File: config.mk
export PLATFORM = sky130hd
export DESIGN_NAME = reset_sequencer
export DESIGN_NICKNAME = d
export VERILOG_FILES = /design/src/rtl/rstseq_pkg.sv /design/src/rtl/sync_bit.sv /design/src/rtl/reset_sequencer.sv
export SDC_FILE = /design/constraint.sdc
export NUM_CORES = 1
export LEC_CHECK = 0
export CAP_MARGIN = 20
export CORE_MARGIN = 5
export CORE_UTILIZATION = 55
export DETAILED_ROUTE_END_ITERATION = 8
export GPL_TIMING_DRIVEN = 0
export PLACE_DENSITY = 0.81
export SYNTH_ARGS = -nofsm -noshare
export SYNTH_HDL_FRONTEND = slang
export SYNTH_SLANG_ARGS = --single-unit
File: constraint.sdc
create_clock -name clk -period 4.82 [get_ports clk]
set_input_delay 0.964 -clock clk [delete_from_list [all_inputs] [get_ports clk]]
set_output_delay 0.964 -clock clk [all_outputs]
set_load 0.05 [all_outputs]
File: src/rtl/rstseq_pkg.sv
// Shared state encoding and default parameters for the reset sequencer.
package rstseq_pkg;

    typedef enum logic [1:0] {
        WAIT_LOCK = 2'd0,
        MEM_UP    = 2'd1,
        RUN       = 2'd2
    } state_t;

    localparam int DEF_SYNC_STAGES     = 2;
    localparam int DEF_LOCK_CYCLES     = 1024;
    localparam int DEF_CPU_DELAY       = 16;
    localparam int DEF_DEBOUNCE_CYCLES = 65536;

    function automatic int max_int(input int a, input int b);
        return (a > b) ? a : b;
    endfunction

endpackage

File: src/rtl/sync_bit.sv
// Multi-flop synchronizer for a single asynchronous bit.
module sync_bit
    import rstseq_pkg::*;
#(
    parameter int STAGES = DEF_SYNC_STAGES
) (
    input  logic clk,
    input  logic reset,
    input  logic d,
    output logic q
);

    logic [STAGES-1:0] ff;

    always_ff @(posedge clk or posedge reset) begin
        if (reset) begin
            ff <= '0;
        end else begin
            ff <= {ff[STAGES-2:0], d};
        end
    end

    assign q = ff[STAGES-1];

endmodule

File: src/rtl/reset_sequencer.sv
// Ordered reset release (memory first, CPU later) gated on a stable PLL lock.
// Optional debounced user button when RSTSEQ_BUTTON_EN is defined.
module reset_sequencer
    import rstseq_pkg::*;
#(
    parameter int SYNC_STAGES     = DEF_SYNC_STAGES,
    parameter int LOCK_CYCLES     = DEF_LOCK_CYCLES,
    parameter int CPU_DELAY       = DEF_CPU_DELAY,
    parameter int DEBOUNCE_CYCLES = DEF_DEBOUNCE_CYCLES
) (
    input  logic clk,
    input  logic reset,
    input  logic locked,
`ifdef RSTSEQ_BUTTON_EN
    input  logic btn,
`endif
    output logic rst_mem,
    output logic rst_cpu,
    output logic running
);

    localparam int CMAX = max_int(LOCK_CYCLES, CPU_DELAY);
    localparam int CW   = $clog2(CMAX + 1);

    if (SYNC_STAGES < 2 || LOCK_CYCLES < 1 || CPU_DELAY < 1
        || DEBOUNCE_CYCLES < 1) begin : g_bad_param
        $error("reset_sequencer: parameter out of range");
    end

    logic          lock_s;
    logic          force_rst;
    state_t        state_q;
    state_t        state_d;
    logic [CW-1:0] cnt_q;
    logic [CW-1:0] cnt_d;
    logic [CW-1:0] cnt_inc;

    sync_bit #(
        .STAGES(SYNC_STAGES)
    ) u_sync_lock (
        .clk  (clk),
        .reset(reset),
        .d    (locked),
        .q    (lock_s)
    );

`ifdef RSTSEQ_BUTTON_EN
    localparam int DW = $clog2(DEBOUNCE_CYCLES + 1);

    logic          btn_s;
    logic          btn_db;
    logic [DW-1:0] db_cnt;

    sync_bit #(
        .STAGES(SYNC_STAGES)
    ) u_sync_btn (
        .clk  (clk),
        .reset(reset),
        .d    (btn),
        .q    (btn_s)
    );

    // Level flips only after a full run of differing samples.
    always_ff @(posedge clk or posedge reset) begin
        if (reset) begin
            btn_db <= 1'b0;
            db_cnt <= '0;
        end else if (btn_s == btn_db) begin
            db_cnt <= '0;
        end else if (db_cnt == DW'(DEBOUNCE_CYCLES - 1)) begin
            btn_db <= btn_s;
            db_cnt <= '0;
        end else begin
            db_cnt <= db_cnt + DW'(1);
        end
    end

    assign force_rst = btn_db;
`else
    assign force_rst = 1'b0;
`endif

    assign cnt_inc = (cnt_q == CW'(CMAX)) ? cnt_q : cnt_q + CW'(1);

    always_comb begin
        state_d = state_q;
        cnt_d   = cnt_q;
        unique case (state_q)
            WAIT_LOCK: begin
                if (!lock_s) begin
                    cnt_d = '0;
                end else if (cnt_q == CW'(LOCK_CYCLES - 1)) begin
                    state_d = MEM_UP;
                    cnt_d   = '0;
                end else begin
                    cnt_d = cnt_inc;
                end
            end
            MEM_UP: begin
                if (!lock_s) begin
                    state_d = WAIT_LOCK;
                    cnt_d   = '0;
                end else if (cnt_q == CW'(CPU_DELAY - 1)) begin
                    state_d = RUN;
                    cnt_d   = '0;
                end else begin
                    cnt_d = cnt_inc;
                end
            end
            RUN: begin
                if (!lock_s) begin
                    state_d = WAIT_LOCK;
                    cnt_d   = '0;
                end
            end
            default: begin
                state_d = WAIT_LOCK;
                cnt_d   = '0;
            end
        endcase
        if (force_rst) begin
            state_d = WAIT_LOCK;
            cnt_d   = '0;
        end
    end

    // Outputs come from next-state so lock loss reasserts on the same edge.
    always_ff @(posedge clk or posedge reset) begin
        if (reset) begin
            state_q <= WAIT_LOCK;
            cnt_q   <= '0;
            rst_mem <= 1'b1;
            rst_cpu <= 1'b1;
            running <= 1'b0;
        end else begin
            state_q <= state_d;
            cnt_q   <= cnt_d;
            rst_mem <= (state_d == WAIT_LOCK);
            rst_cpu <= (state_d != RUN);
            running <= (state_d == RUN);
        end
    end

endmodule

==> summary.txt <==
Drt
  – DRT Pass-1 Iters: 4
  – Final ANT Viol Nets: 0
  – DR WL/cell: 12.6 um
  – Routed WL: 1.74 mm
  – Post-route DRC: 0
  – Vias per cell: between 5 and 6
  – Initial DRC count: 11
  – DR vias: 736

STA
  – Slew HR: 0.564
  – Final hold violations: 0
  – TNS Setup: 0 ps
  – RSZ-0062 raised after global routing: false
  – Final min period: 2570 ps
  – Setup-failing EPs final: 0
  – Fmax: 389 MHz
  – Worst Skew: 1.14 ps
  – Slew Viols, Final: 0
  – Slew @ Worst Pin: 654 ps
  – Period utilization: 0.533

Clock tree
  – Root buf cell: clkbuf_4
  – H-tree lvl count: 1
  – Clk sink count: 18
  – Insertion delay to the later sink of the worst-skew pair: 290 ps
  – Postcts setup bufs: 0
  – Clock edge transition at the registers on the reported setup and hold paths: 90 ps
  – CTS buffer count: 3
  – CTS Buffer Depth: 2
  – CTS tree: built
  – Hold_buf cts: 0
  – PostCTS Resize Cnt: 0

Run status
  – Outcome: finished, final reports clean

Floorplan
  – Starting Density: 0.577
  – Chip width: 52.3 um
  – Die Y: 52.3 um
  – Number of I/O pins: 6
  – Die ar.: 2740 um^2
  – Rows: 15
  – Core area: about 1700 um^2

Power
  – Total power: 0.265 mW
  – VDD IR max: 0.209 mV
  – Cell Pwr Density: between 200 and 250 nW/um^2
  – LEAKAGE: approximately 0.45 nW

Yosys
  – Post-synth EDFFs: 0
  – #FFs+latches synth: 18
  – Main synth FF type: dfrtp_1
  – Mapped Nets: 109
  – Sequential-to-total area share from yosys stat: 0.460
  – Synth cell types: 41
  – Mapped Cells: 104
  – Synth Warn #: 0
  – Post-synthesis cell area: around 980 um^2
  – Syn_area_per_cell: 9.47 um^2
  – Async set-reset flop share out of synthesis: 1.00

Final layout
  – Fillers: 144
  – Fin area: 1100 um^2
  – Layout cells sized above 1: 0.150
  – Area delta synth->final: 11.9%
  – Diode count: 0
  – Nets: 119

Global routing
  – Gr usage total: 0.157
  – First-pass GRT wire length: just over 3 mm
  – Largest net degree at the start of global routing: 19
  – Vias in the first global route: 706
  – Antenna violations before repair: 0
  – Congestion Overflow GR: 0

Worst hold path
  – Hold_sp: u_sync_lock.ff[0]
  – Hold Crit Class: flop to flop
  – Cell count of the worst hold path: 0
  – Hold endpoint: u_sync_lock.ff[1]

Setup path
  – WP data required: approximately 3900 ps
  – Crit path buffers/inverters: 1
  – Worst-path cell chain: clkdlybuf4s50_1
  – FF-to-FF Start: cnt_q[0]
  – Critical path data arrival time: 1610 ps
  – CP max stage delay: 790 ps
  – CP Launch Type: flop
  – Critical path endpoint category: primary output
  – Crit path max-delay family: buffers and inverters
  – Crit path depth: 1
  – Reg-to-reg slack, setup: roughly 2900 ps
  – CP Max Fanout: 1
  – RR Endpoint: cnt_q[2]
  – R2R depth: 6
  – Critical setup path kind: flop to primary output
  – CP max-delay cell: clkdlybuf4s50_1

Place
  – Port Buffer Count: 5
  – Hpwl dp: roughly 1.3 mm
  – Area of placed instances: between 1000 and 1500 um^2
  – GP Congestion: between 0.8 and 0.9

Flow run
  – # Max-Cap Violations: 0
layout make-up:
type	instances	area (um^2)	share of cell area
Multi-Input combinational cell	75	490	0.445
Sequential cell	18	453	0.411
Timing Repair Buffer	5	50.0	0.0454
Inverter	10	37.5	0.0341
Clock buffer	4	36.3	0.0329
Tap cell	25	31.3	0.0284
Buffer	1	3.75	0.00341
state kept, by name (all words and copies together) (netlist names):
signal          cells
cnt_q              11
rst_cpu             1
rst_mem             1
running             1
state_q             2
u_sync_lock.ff      2
through the flow:
| stage | hold WS (ps) | setup WS [ps] | cells | util |
|---|---|---|---|---|
| global placement | 332 | 2570 | 134 | 0.624 |
| global route | 369 | 2200 | 138 | 0.645 |
| CTS | 358 | 2230 | 138 | 0.645 |
| floorplan | 331 | 3020 | 104 | - |
| detailed placement | 335 | 2570 | 134 | 0.624 |
| finish | 356 | 2250 | 138 | 0.645 |
cells by family after synthesis:
logic type                 synth area share
xor gates and xnor gates             0.0267
buffers and inverters                0.0419
muxes                                0.0102
DFF                                   0.460
and+or+nand+nor                       0.301
AOI/OAI and AO/OA                     0.135
adders and majority gates            0.0254
how the worst max path moves through the flow:
stage,startpoint,slack (ps),to
floorplan,cnt_q[6],3020,cnt_q[2]
global placement,rst_mem,2570,rst_mem
finish,rst_cpu,2250,rst_cpu
CTS,rst_cpu,2230,rst_cpu
global route,rst_mem,2200,rst_mem
detailed placement,rst_cpu,2570,rst_cpu
layout by cell type, fill, tap and decap left out, types with 2 or more instances in the layout:
cell type        count
or3_1                2
clkbuf_4             3
nand2b_1             4
nand2_1             11
o21a_1               2
a21oi_1              4
nand3_1              5
o21ai_0              2
ha_1                 2
inv_1                9
dfstp_2              2
or2_2                2
nor2_1               7
xor2_1               2
dfrtp_1             16
o21ai_1              5
and2_1               2
clkdlybuf4s50_1      5
nand4_1              3
synth_stat cells (2+ instances only):
cell type / number / share of area
dfrtp_1: 16 / 0.41
nand2_1: 11 / 0.042
inv_1: 9 / 0.034
nor2_1: 7 / 0.027
nand3_1: 5 / 0.025
o21ai_1: 5 / 0.025
a21oi_1: 4 / 0.020
nand2b_1: 4 / 0.025
nand4_1: 3 / 0.019
and2_1: 2 / 0.013
dfstp_2: 2 / 0.053
ha_1: 2 / 0.025
o21a_1: 2 / 0.015
o21ai_0: 2 / 0.010
or2_2: 2 / 0.013
or3_1: 2 / 0.013
xor2_1: 2 / 0.018
per-layer routing:
layer	global-route usage	vias to the layer above	routed length (um)
met5	0	-	0
met2	0.250	13	795
li1	-	383	-
met1	0.186	334	840
met4	0.111	0	46
met3	0.0342	6	54
report_power, final:
| group | total [mW] | leakage, nW | internal (mW) | switching (mW) |
|---|---|---|---|---|
| Clock | 0.0913 | 0.0210 | 0.0461 | 0.0452 |
| Sequential | 0.157 | 0.237 | 0.154 | 0.00299 |
| Combinational | 0.0165 | 0.188 | 0.00648 | 0.0101 |
| Total | 0.265 | 0.447 | 0.206 | 0.0582 |
No activity file was read; power rests on OpenSTA's default activity.
